<file path="src/rtl/wrr_arb_ctrl.sv">
// Weighted round-robin scheduler: three FWFT channel FIFOs share output port D,
// each non-empty channel getting a burst of up to its programmed weight.
module wrr_arb_ctrl #(
    parameter int WIDTH = 8,
    parameter int WGT_W = 3
) (
    input  logic             CLK,
    input  logic             ASynReset_N,
    input  logic             i_Empty_A,
    input  logic             i_Empty_B,
    input  logic             i_Empty_C,
    input  logic [WIDTH-1:0] i_Data_A,
    input  logic [WIDTH-1:0] i_Data_B,
    input  logic [WIDTH-1:0] i_Data_C,
    input  logic [WGT_W-1:0] i_Weight_A,
    input  logic [WGT_W-1:0] i_Weight_B,
    input  logic [WGT_W-1:0] i_Weight_C,
    input  logic             i_CfgLoad,
    input  logic             i_DataGrant_D,
    output logic             o_Pop_A,
    output logic             o_Pop_B,
    output logic             o_Pop_C,
    output logic             o_DataValid_D,
    output logic [WIDTH-1:0] o_DataOut_D,
    output logic [1:0]       o_Owner,
    output logic             o_CfgPending
);

    typedef enum logic {
        IDLE  = 1'b0,
        BURST = 1'b1
    } state_t;

    state_t           state_reg;
    logic [WGT_W-1:0] cnt_reg;
    logic [1:0]       own_idx_reg;
    logic [1:0]       last_idx_reg;
    logic [1:0]       owner_reg;
    logic [WGT_W-1:0] wgt_act_reg  [3];
    logic [WGT_W-1:0] wgt_pend_reg [3];
    logic             pend_reg;
    logic             valid_reg;
    logic [WIDTH-1:0] data_reg;

    logic [2:0]       empty_vec;
    logic [WIDTH-1:0] data_vec [3];
    logic [WGT_W-1:0] wgt_in   [3];
    logic [WGT_W-1:0] wgt_eff  [3];
    logic [2:0]       elig;
    logic [2:0]       pop_vec;

    logic             sel_valid;
    logic [1:0]       sel_idx;
    logic [2:0]       sel_sum;
    logic [1:0]       sel_cand;

    logic             can_load;
    logic             owner_empty;
    logic [WIDTH-1:0] owner_data;
    logic             do_pop;

    assign empty_vec   = {i_Empty_C, i_Empty_B, i_Empty_A};
    assign data_vec[0] = i_Data_A;
    assign data_vec[1] = i_Data_B;
    assign data_vec[2] = i_Data_C;
    assign wgt_in[0]   = i_Weight_A;
    assign wgt_in[1]   = i_Weight_B;
    assign wgt_in[2]   = i_Weight_C;

    // Pending weights take effect in the same IDLE cycle that applies them.
    generate
        for (genvar gi = 0; gi < 3; gi++) begin : g_elig
            assign wgt_eff[gi] = pend_reg ? wgt_pend_reg[gi] : wgt_act_reg[gi];
            assign elig[gi]    = !empty_vec[gi] && (wgt_eff[gi] != '0);
        end
    endgenerate

    // Scan offsets from farthest to nearest so the nearest eligible channel wins.
    always_comb begin
        sel_valid = 1'b0;
        sel_idx   = 2'd0;
        sel_sum   = 3'd0;
        sel_cand  = 2'd0;
        for (int k = 3; k >= 1; k--) begin
            sel_sum = {1'b0, last_idx_reg} + 3'(k);
            if (sel_sum >= 3'd3) begin
                sel_sum = sel_sum - 3'd3;
            end
            sel_cand = sel_sum[1:0];
            if (elig[sel_cand]) begin
                sel_valid = 1'b1;
                sel_idx   = sel_cand;
            end
        end
    end

    assign can_load    = !valid_reg || i_DataGrant_D;
    assign owner_empty = empty_vec[own_idx_reg];
    assign owner_data  = data_vec[own_idx_reg];
    assign do_pop      = (state_reg == BURST) && can_load && !owner_empty;

    generate
        for (genvar gi = 0; gi < 3; gi++) begin : g_pop
            assign pop_vec[gi] = do_pop && (own_idx_reg == 2'(gi));
        end
    endgenerate

    always_ff @(posedge CLK or negedge ASynReset_N) begin
        if (!ASynReset_N) begin
            state_reg    <= IDLE;
            cnt_reg      <= '0;
            own_idx_reg  <= 2'd0;
            last_idx_reg <= 2'd2;
            owner_reg    <= 2'd0;
            pend_reg     <= 1'b0;
            valid_reg    <= 1'b0;
            data_reg     <= '0;
            for (int i = 0; i < 3; i++) begin
                wgt_act_reg[i]  <= WGT_W'(1);
                wgt_pend_reg[i] <= WGT_W'(1);
            end
        end else begin
            case (state_reg)
                IDLE: begin
                    if (pend_reg) begin
                        for (int i = 0; i < 3; i++) begin
                            wgt_act_reg[i] <= wgt_pend_reg[i];
                        end
                    end
                    if (sel_valid) begin
                        state_reg    <= BURST;
                        cnt_reg      <= wgt_eff[sel_idx];
                        own_idx_reg  <= sel_idx;
                        last_idx_reg <= sel_idx;
                        owner_reg    <= sel_idx + 2'd1;
                    end
                end
                BURST: begin
                    if (owner_empty) begin
                        state_reg <= IDLE;
                        owner_reg <= 2'd0;
                    end else if (can_load) begin
                        cnt_reg <= cnt_reg - WGT_W'(1);
                        if (cnt_reg == WGT_W'(1)) begin
                            state_reg <= IDLE;
                            owner_reg <= 2'd0;
                        end
                    end
                end
            endcase

            // A strobe always lands in the pending set, even in the cycle IDLE consumes it.
            if (i_CfgLoad) begin
                pend_reg <= 1'b1;
                for (int i = 0; i < 3; i++) begin
                    wgt_pend_reg[i] <= wgt_in[i];
                end
            end else if (state_reg == IDLE) begin
                pend_reg <= 1'b0;
            end

            if (do_pop) begin
                data_reg  <= owner_data;
                valid_reg <= 1'b1;
            end else if (i_DataGrant_D) begin
                valid_reg <= 1'b0;
            end
        end
    end

    assign o_Pop_A       = pop_vec[0];
    assign o_Pop_B       = pop_vec[1];
    assign o_Pop_C       = pop_vec[2];
    assign o_DataValid_D = valid_reg;
    assign o_DataOut_D   = data_reg;
    assign o_Owner       = owner_reg;
    assign o_CfgPending  = pend_reg;

endmodule
</file>
<file path="config.mk">
export PLATFORM = sky130hd
export DESIGN_NAME = wrr_arb_ctrl
export DESIGN_NICKNAME = d
export VERILOG_FILES = /design/src/rtl/wrr_arb_ctrl.sv
export SDC_FILE = /design/constraint.sdc
export NUM_CORES = 1
export LEC_CHECK = 0
export ABC_CLOCK_PERIOD_IN_PS = 2850
export BUFFER_PORTS_ARGS = -buffer_cell sky130_fd_sc_hd__buf_2
export CORE_MARGIN = 10
export CORE_UTILIZATION = 45
export DETAILED_ROUTE_END_ITERATION = 7
export PLACE_DENSITY = 0.71
export SYNTH_ARGS = -nofsm -noshare
export SYNTH_HDL_FRONTEND = slang
export SYNTH_SLANG_ARGS = --single-unit
</file>
<file path="constraint.sdc">
create_clock -name CLK -period 2.85 [get_ports CLK]
set_clock_uncertainty 0.2 [all_clocks]
set_input_delay 0.1425 -clock CLK [delete_from_list [all_inputs] [get_ports CLK]]
set_output_delay 0.1425 -clock CLK [all_outputs]
set_load 0.03 [all_outputs]
</file>
==> out/metrics.yaml, run 1 <==
synth:
  ys_types: 53
  async_reset_ff_share_pct: 100.0
  yosys_warnings: 0
  synth_top_area_share_pct: 33.44
  synth_area_leaders: "dfrtp_1, mux2_2, dfstp_2, mux2i_1, nor2_1"
  synth-main-ff-cell: "dfrtp_1"
  postSynthCellCount: 217
  ys_ff_latch: 37
  synth-seq-area-share_pct: 41.64
  syn_area_per_cell_um2: 10.34
  synth_nets: 262
  synth_edf_count: 0
  synth_area_mm2: 0.002245
  synth_largest_area_cell: "dfrtp_1"
critical_path:
  critPathLaunchType: "register"
  critPathMaxStageDelay_ns: 0.54
  worstPathCellList: "inv_1, ha_1, inv_1, a2111oi_0, buf_4, a2111oi_0, o22ai_1, buf_4, o31a_1, o31a_1"
  worstPathMaxFanout: 5
  r2r_cells: 10
  critPathLaunch: "last_idx_reg[1]"
  required_ns: 2.83
  reg2reg_from: "last_idx_reg[1]"
  worstSetupPathType: "reg -> reg"
  arrival_ns: 2.69
  critical_path.slowest_cell: "dfstp_2"
  end_kind: "register"
final_layout:
  area_delta_synth_final_pct: 37.85
  nFillCells: 400
  final_cell_mix: "buf_2, dfrtp_1, buf_4"
  n_antenna_cell: 0
  num-nets-final: 359
  layout_commonest_cell: "buf_2"
  layout-drive-gt1-share_pct: 41.59
  final_cells: 382
  fin_util_pct: 64.65
floorplanning:
  ios: 55
  core_mm2: 0.004786
  die_h_um: 90.63
  rows: 25
  start_util_pct: 46.90
  die-area_mm2: 0.008213
  fp.dieW_um: 90.63
route:
  firstDrtPassIters: 4
  dr_wl_met2_um: 2993
  wire_per_inst_um: 15.92
  via_per_inst: 5.270
  routed.top_layer: "met4"
  drt_iter0_markers: 210
  ant_nets: 0
  wl_met1_um: 2651
  drc: 0
  via_count: 2013
  wl_um: 6083
  wl_met3_um: 351
timing:
  whs_ns: 0.03760
  clock.fmax_mhz: 369.9
  max_slew_margin_pct: 45.93
  timing.final.crit_period_ns: 2.703
  setup_tns_ns: 0
  setup_viol: 0
  finalCritPeriodShare_pct: 94.86
  finalMaxSlewViolations: 0
  grt_setup_unrepaired: "no"
  tightest_slew_ns: 0.8110
  hold_violations: 0
  setup_ws_ns: 0.1466
cts:
  htree_levels: 2
  clock-sinks: 37
  path_clk_slew_ns: 0.08
  clk_path_buf_depth: 2
  cts_root_buf: "clkbuf_8"
  tritoncts: "built"
  cts_made_buffers: 5
  insertion_delay_ns: 0.30
  postCtsSetupBuffers: 0
hold_path:
  hp-start: "i_Data_B[1]"
  hold-path-cell-count: 4
  hold_class: "in -> reg"
run:
  maxCapViolations: 0
power:
  intPower_uw: 1867
  power.density_mw_per_mm2: 1042
  switching_power_uw: 1359
  switching_share_pct: 42.12
  p_clk_share_pct: 14.5
  power_leakage_uw: 0.001383
  seqPwrFrac_pct: 29.7
  vdd_drop_max_v: 0.0005781
  comb_power_share_pct: 55.8
placed_design:
  preCtsSetupSlack_ns: 0.1310
  dp_cells: 355
  hpwl_um: 4662
  gp_congestion: 0.9104
  port_buffers: 54
global_route:
  grt_pass1_vias: 2062
  grt_pass1_wl_um: 10020
  track_usage_pct: 14.77
  grt_max_degree: 38
  grt_antenna_before_repair: 0
  grt_overflow: 0
run_status:
  status: "finished clean"
==> Yosys cell counts (all sizes together) (2+ instances only) <==
cell type,count
a2111oi,3
a211oi,2
a21oi,14
a31oi,4
and3,2
buf,3
clkbuf,8
dfrtp,30
dfstp,7
ha,5
inv,11
mux2,20
mux2i,14
mux4,2
nand2,12
nand2b,3
nand3,2
nor2,20
nor3,5
nor4,7
nor4b,4
o211ai,2
o21a,5
o21ai,9
o22ai,2
o31a,2
or2,2
==> logic make-up after synthesis <==
logic type	after synthesis	share of synthesized area, %
simple gates	61	16.17
buf+inv	22	3.735
mux	36	18.28
fa+ha+maj	5	2.787
xor+xnor	1	0.3903
flops	37	41.64
compound gates	55	17.00
==> cell type report <==
| cell class | instances | area, um2 | area share [%] |
|---|---|---|---|
| Multi-Input combinational cell | 158 | 1247 | 40.32 |
| Sequential cell | 37 | 935.9 | 30.25 |
| Timing Repair Buffer | 101 | 670.6 | 21.67 |
| Tap cell | 67 | 83.83 | 2.709 |
| Clock buffer | 5 | 68.82 | 2.224 |
| Clock inverter | 3 | 46.29 | 1.496 |
| Inverter | 11 | 41.29 | 1.334 |
==> critical path: cells and delay by family (launching register included) <==
family                     cells  cell delay, ns
AOI/OAI and AO/OA              5            1.13
DFF                            1            0.54
buffers and inverters          4            0.49
adders and majority gates      1            0.24
==> power groups by stage <==
stage	combinational, uW	clock, uW	sequential (uW)
detailed placement	1770	0	953
global placement	1760	0	944
floorplan	1040	0	1070
CTS	1800	480	942
finish	1800	467	958
global route	1980	501	990
==> stage by stage <==
step	cell area (um2)	total power (uW)
6_report	3094	3225
5_1_grt	3094	3468
4_1_cts	3072	3218
3_5_place_dp	2766	2723
3_3_place_gp	2766	2702
2_1_floorplan	2245	2107
==> metal layers <==
| layer | track usage [%] | vias up |
|---|---|---|
| li1 | - | 998 |
| met1 | 18.04 | 940 |
| met2 | 24.52 | 65 |
| met3 | 4.073 | 10 |
| met4 | 4.509 | 0 |
| met5 | 0 | - |
==> path summary, 6_finish.rpt <==
kind	to	slack [ns]
worst max-delay path	cnt_reg[0]	0.15
worst min-delay path	o_DataOut_D[1]	0.04
worst max register to register	cnt_reg[0]	0.15
worst min register to register	o_DataOut_D[1]	0.29
max in group asynchronous	o_CfgPending	1.63
min in group asynchronous	wgt_pend_reg[1]	0.26
==> repair_timing <==
item,in CTS,in global routing
endpoints found under the hold margin,48,0
hold buffers,19,0
setup endpoints to repair,0,3
resized for setup,0,4
No activity file was read; power rests on OpenSTA's default activity.
==> inputs of run 2 (changes only) <==
REMOVE_ABC_BUFFERS = 1   (was not set)
SLEW_MARGIN = 20   (was not set)
==> out/metrics.yaml, run 2 (synthesis results as in run 1) <==
floorplanning:
  core_mm2: 0.004786  # unchanged
  die-area_mm2: 0.008213  # unchanged
  fp.dieW_um: 90.63  # unchanged
  ios: 55  # unchanged
  die_h_um: 90.63  # unchanged
  rows: 25  # unchanged
  start_util_pct: 46.90  # unchanged
final_layout:
  multi_input_area_mm2: 0.001232  # -1.2%
  seq_area_um2: 934.6  # -0.13%
  nFillCells: 411  # +2.8%
  layout_commonest_cell: "buf_2"
  n_antenna_cell: 0  # unchanged
  final_cell_mix: "buf_2, dfrtp_1, nor2_1, mux2_2, dlygate4sd3_1"
  area_delta_synth_final_pct: 30.55
  num-nets-final: 343  # -4.5%
  final_cells: 366  # -4.2%
  layout-drive-gt1-share_pct: 37.46  # -4.1 points
  fin_util_pct: 61.23  # -3.4 points
route:
  ant_nets: 0  # unchanged
  via_count: 2013  # unchanged
  drt_iter0_markers: 140  # -33%
  firstDrtPassIters: 4  # unchanged
  wl_um: 5978  # -1.7%
  drc: 0  # unchanged
  wire_per_inst_um: 16.33  # +2.6%
  via_per_inst: 5.500  # +4.4%
placed_design:
  port_buffers: 54  # unchanged
  dp_cells: 340  # -4.2%
  gp_congestion: 0.8890  # -2.4%
  hpwl_um: 4449  # -4.6%
timing:
  setup_viol: 0  # unchanged
  max_slew_margin_pct: 45.89  # -0.049 points
  setup_tns_ns: 0  # unchanged
  finalMaxSlewViolations: 0  # unchanged
  timing.final.crit_period_ns: 2.699  # -0.004330 ns
  clock.fmax_mhz: 370.5  # +0.16%
  hold_violations: 0  # unchanged
  finalCritPeriodShare_pct: 94.71  # -0.15 points
  tightest_slew_ns: 0.8117  # +0.0007301 ns
  grt_setup_unrepaired: "no"
  whs_ns: 0.02450  # -0.01310 ns
critical_path:
  worstSetupPathType: "reg -> reg"
  arrival_ns: 2.68  # about the same
  worstPathMaxFanout: 14  # +9
  reg2reg_from: "o_CfgPending"
  critPathLaunch: "o_CfgPending"
  crit_top_cell: "o31a_1"
  end_kind: "register"
  worstPathCellList: "nor4_2, o311ai_0, a2111oi_0, o22ai_1, o31a_1, o31a_1"
  critPathBufInv: 0  # -4
  critPathMaxStageDelay_ns: 0.56  # +0.02 ns
  critical_path.slowest_cell: "dfrtp_1"
  crit_family: "compound AO/OA/AOI/OAI gates"
  required_ns: 2.83  # about the same
  critPathLaunchType: "register"
cts:
  htree_levels: 2  # unchanged
  cts_made_buffers: 5  # unchanged
  postCtsSetupBuffers: 0  # unchanged
  path_clk_slew_ns: 0.07  # about the same
  tritoncts: "built"
  clk_path_buf_depth: 2  # unchanged
  clock-sinks: 37  # unchanged
  cts_root_buf: "clkbuf_8"
  insertion_delay_ns: 0.30  # about the same
global_route:
  grt_pass1_wl_um: 9860  # -1.6%
  track_usage_pct: 14.15  # -0.61 points
  grt_max_degree: 38  # unchanged
  grt_antenna_before_repair: 0  # unchanged
  grt_pass1_vias: 2077  # +0.73%
  grt_overflow: 0  # unchanged
run:
  maxCapViolations: 0  # unchanged
hold_path:
  hold_class: "in -> reg"
  hp-start: "i_CfgLoad"
power:
  power.density_mw_per_mm2: 1029  # -1.3%
  vdd_drop_max_v: 0.0005120  # -11%
  power_leakage_uw: 0.001295  # -6.4%
  total_power_uw: 3014  # -6.6%
run_status:
  status: "finished clean"
==> run 2: cell types whose count changed in the layout (fill, tap and decap cells not counted), sizes merged <==
cell / delta
buf: -15
clkinv: -1
bufinv: -1
clkinvlp: -1
dlygate4sd3: -1
clkbuf: +3
==> run 2: what timing repair did <==
| action | 4_1_cts | 5_1_grt |
|---|---|---|
| hold buffers | 18 | 0 |
| hold endpoints to repair | 47 | 0 |
| resized for setup | 0 | 1 |
| endpoints found under the setup margin | 0 | 1 |
==> run 2: cell type report <==
class                      instances  share of cell area (%)
clock buffer                       8                   3.074
inverter                          11                   1.409
tap                               67                   2.861
multi-input combinational        158                   42.06
sequential                        37                   31.90
timing repair buffer              85                   18.70
==> run 2: worst paths after layout <==
kind | slack [ns] | to | depth (start not counted)
worst max-delay path | 0.15 | cnt_reg[0] | 6
worst min-delay path | 0.02 | o_CfgPending | 2
worst max register to register | 0.15 | cnt_reg[0] | 6
worst min register to register | 0.30 | o_DataOut_D[1] | 1
max in group asynchronous | 1.66 | cnt_reg[1] | 2
min in group asynchronous | 0.27 | o_DataOut_D[5] | 2
==> run 2: layer usage <==
metal | global-route usage [%] | share of wire (%)
met5 | 0 | 0
met4 | 3.979 | 1.5
met3 | 4.406 | 7.7
met2 | 23.80 | 46
met1 | 16.88 | 44
==> run 2: worst reg2reg max path, delay by kind of cell, from the launching register on <==
kind	cells	cell delay (ns)
and+or+nand+nor	1	0.49
DFF	1	0.56
AOI/OAI and AO/OA	5	1.34
==> run 2: through the flow <==
step,instance area [um2],setup WS [ns]
finish,2930,0.1509
global route,2930,0.01262
CTS,2924,0.07937
detailed placement,2654,0.1051
global placement,2654,0.1616
floorplan,2202,0.07954
==> run 2: power by group <==
group / switching [uW] / internal, uW / leakage [uW]
logic: 935 / 747 / 0.000827
clock network: 184 / 197 / 0.0000455
registers: 189 / 763 / 0.000423
==> inputs of run 3 (changes only) <==
SETUP_SLACK_MARGIN = 0.4   (was not set)
==> out/metrics.yaml, run 3 (synthesis results as in run 1) <==
route:
  drc: 0  # unchanged
  firstDrtPassIters: 4  # unchanged
  via_per_inst: 5.493  # -0.12%
  wl_um: 6609  # +11%
  wl_met1_um: 2770  # +4.3%
  via_count: 2104  # +4.5%
  drt_iter0_markers: 217  # +55%
  ant_nets: 0  # unchanged
  wl_met3_um: 518  # +13%
  wire_per_inst_um: 17.26  # +5.6%
  dr_wl_met2_um: 3203  # +15%
  routed.top_layer: "met4"
power:
  power_leakage_uw: 0.001432  # +11%
  vdd_drop_max_v: 0.0006142  # +20%
  power.density_mw_per_mm2: 1034  # +0.49%
critical_path:
  worstPathCellList: "nor4_4, buf_4, nor4_4, o21ai_2, nand3_2, mux4_2, o211a_1"
  critical_path.slowest_cell: "dfstp_2"
  arrival_ns: 2.44  # -0.24 ns
  crit_top_cell: "nor4_4"
  crit_family: "simple AND/OR/NAND/NOR gates"
  required_ns: 2.83  # about the same
  critPathBufInv: 1  # +1
  critPathMaxStageDelay_ns: 0.56  # about the same
  end_kind: "register"
  worstSetupPathType: "reg -> reg"
  reg2reg_from: "wgt_act_reg[6]"
  critPathLaunchType: "register"
  worstPathMaxFanout: 5  # -9
  critPathLaunch: "wgt_act_reg[6]"
global_route:
  grt_antenna_before_repair: 0  # unchanged
  track_usage_pct: 15.06  # +0.91 points
  grt_max_degree: 38  # unchanged
  grt_pass1_vias: 2111  # +1.6%
  grt_overflow: 0  # unchanged
  grt_pass1_wl_um: 10450  # +5.9%
timing:
  grt_setup_unrepaired: "yes"
  max_slew_margin_pct: 45.48  # -0.41 points
  setup_viol: 0  # unchanged
  finalCritPeriodShare_pct: 86.07  # -8.6 points
  clock.fmax_mhz: 407.7  # +10%
  hold_violations: 0  # unchanged
  finalMaxSlewViolations: 0  # unchanged
  setup_tns_ns: 0  # unchanged
  tightest_slew_ns: 0.8179  # +0.006158 ns
  timing.final.crit_period_ns: 2.453  # -0.2462 ns
floorplanning:
  die-area_mm2: 0.008213  # unchanged
  start_util_pct: 46.90  # unchanged
  die_h_um: 90.63  # unchanged
  ios: 55  # unchanged
  fp.dieW_um: 90.63  # unchanged
  core_mm2: 0.004786  # unchanged
  rows: 25  # unchanged
final_layout:
  area_delta_synth_final_pct: 46.04
  layout_commonest_cell: "buf_2"
  layout-drive-gt1-share_pct: 48.42  # +11 points
  final_cell_mix: "buf_2, dfrtp_1, buf_4"
  n_antenna_cell: 0  # unchanged
  num-nets-final: 360  # +5.0%
  fin_area_mm2: 0.003278  # +12%
cts:
  clock-sinks: 37  # unchanged
  insertion_delay_ns: 0.30  # about the same
  htree_levels: 2  # unchanged
  tritoncts: "built"
  cts_made_buffers: 5  # unchanged
  cts_root_buf: "clkbuf_8"
  path_clk_slew_ns: 0.07  # about the same
  clk_path_buf_depth: 2  # unchanged
hold_path:
  hp-start: "i_CfgLoad"
  hold_class: "in -> reg"
placed_design:
  hpwl_um: 4449  # unchanged
  gp_congestion: 0.8890  # unchanged
  port_buffers: 54  # unchanged
  placed_cell_area_mm2: 0.002654  # unchanged
run:
  maxCapViolations: 0  # unchanged
run_status:
  status: "finished clean"
-- run 3: changes by cell type in the layout (fill, tap and decap cells not counted), moves of 3 or more --
cell / change
nor4_4: +5
inv_1: -3
a2111oi_0: -3
buf_4: +15
ha_1: -3
nor4_1: -4
-- run 3: layout make-up --
cell class | count | area, um2
flip-flops and latches | 37 | 937.1
multi-input cells | 158 | 1441
well taps | 67 | 83.83
fillers | 375 | 1508
repair buffers | 102 | 679.4
inverters | 11 | 46.29
clock buffers | 8 | 90.09
-- run 3: power breakdown --
part | switching, uW | internal (uW)
sequential | 211 | 765
clock | 186 | 197
combinational | 1090 | 936
-- run 3: path summary, 6_finish.rpt --
path,endpoint,slack (ns),cells past startpoint
setup / recovery,cnt_reg[2],0.40,7
hold / removal,o_CfgPending,0.03,2
hold reg to reg,o_DataOut_D[1],0.30,1
min in group asynchronous,wgt_act_reg[2],0.27,2
max in group asynchronous,o_CfgPending,1.60,2
setup reg to reg,cnt_reg[2],0.40,7
-- run 3: worst reg2reg max path, stage by stage (launching register included) --
cell and delay, ns:
dfstp_2 0.56, nor4_4 0.05, buf_4 0.17, nor4_4 0.43, o21ai_2 0.12, nand3_2 0.11
mux4_2 0.50, o211a_1 0.22
-- run 3: through the flow --
step                util (%)  setup slack (ns)  hold WS [ns]  cells  total power [uW]
global placement       55.45            0.1616       0.07548    340              2602
CTS                    64.05            0.4059       0.03153    369              3165
floorplan                  -           0.07954       -0.3531    206              2078
global route           68.50            0.3572       0.03869    383              3612
finish                 68.50            0.3971       0.02776    383              3388
detailed placement     55.45            0.1051       0.08708    340              2616
-- run 3: layer usage --
metal  up-vias  track usage (%)
met1       994            18.05
met4         0            3.581
met5         -                0
met2        90            25.90
met3        17            4.156
li1       1003                -
-- run 3: what timing repair did --
item / CTS / global route
buffers inserted: 3 / 14
pin swaps: 2 / 10
gates resized for setup: 24 / 21
hold endpoints to repair: 47 / 0
endpoints found under the setup margin: 11 / 9
hold buffers: 18 / 0
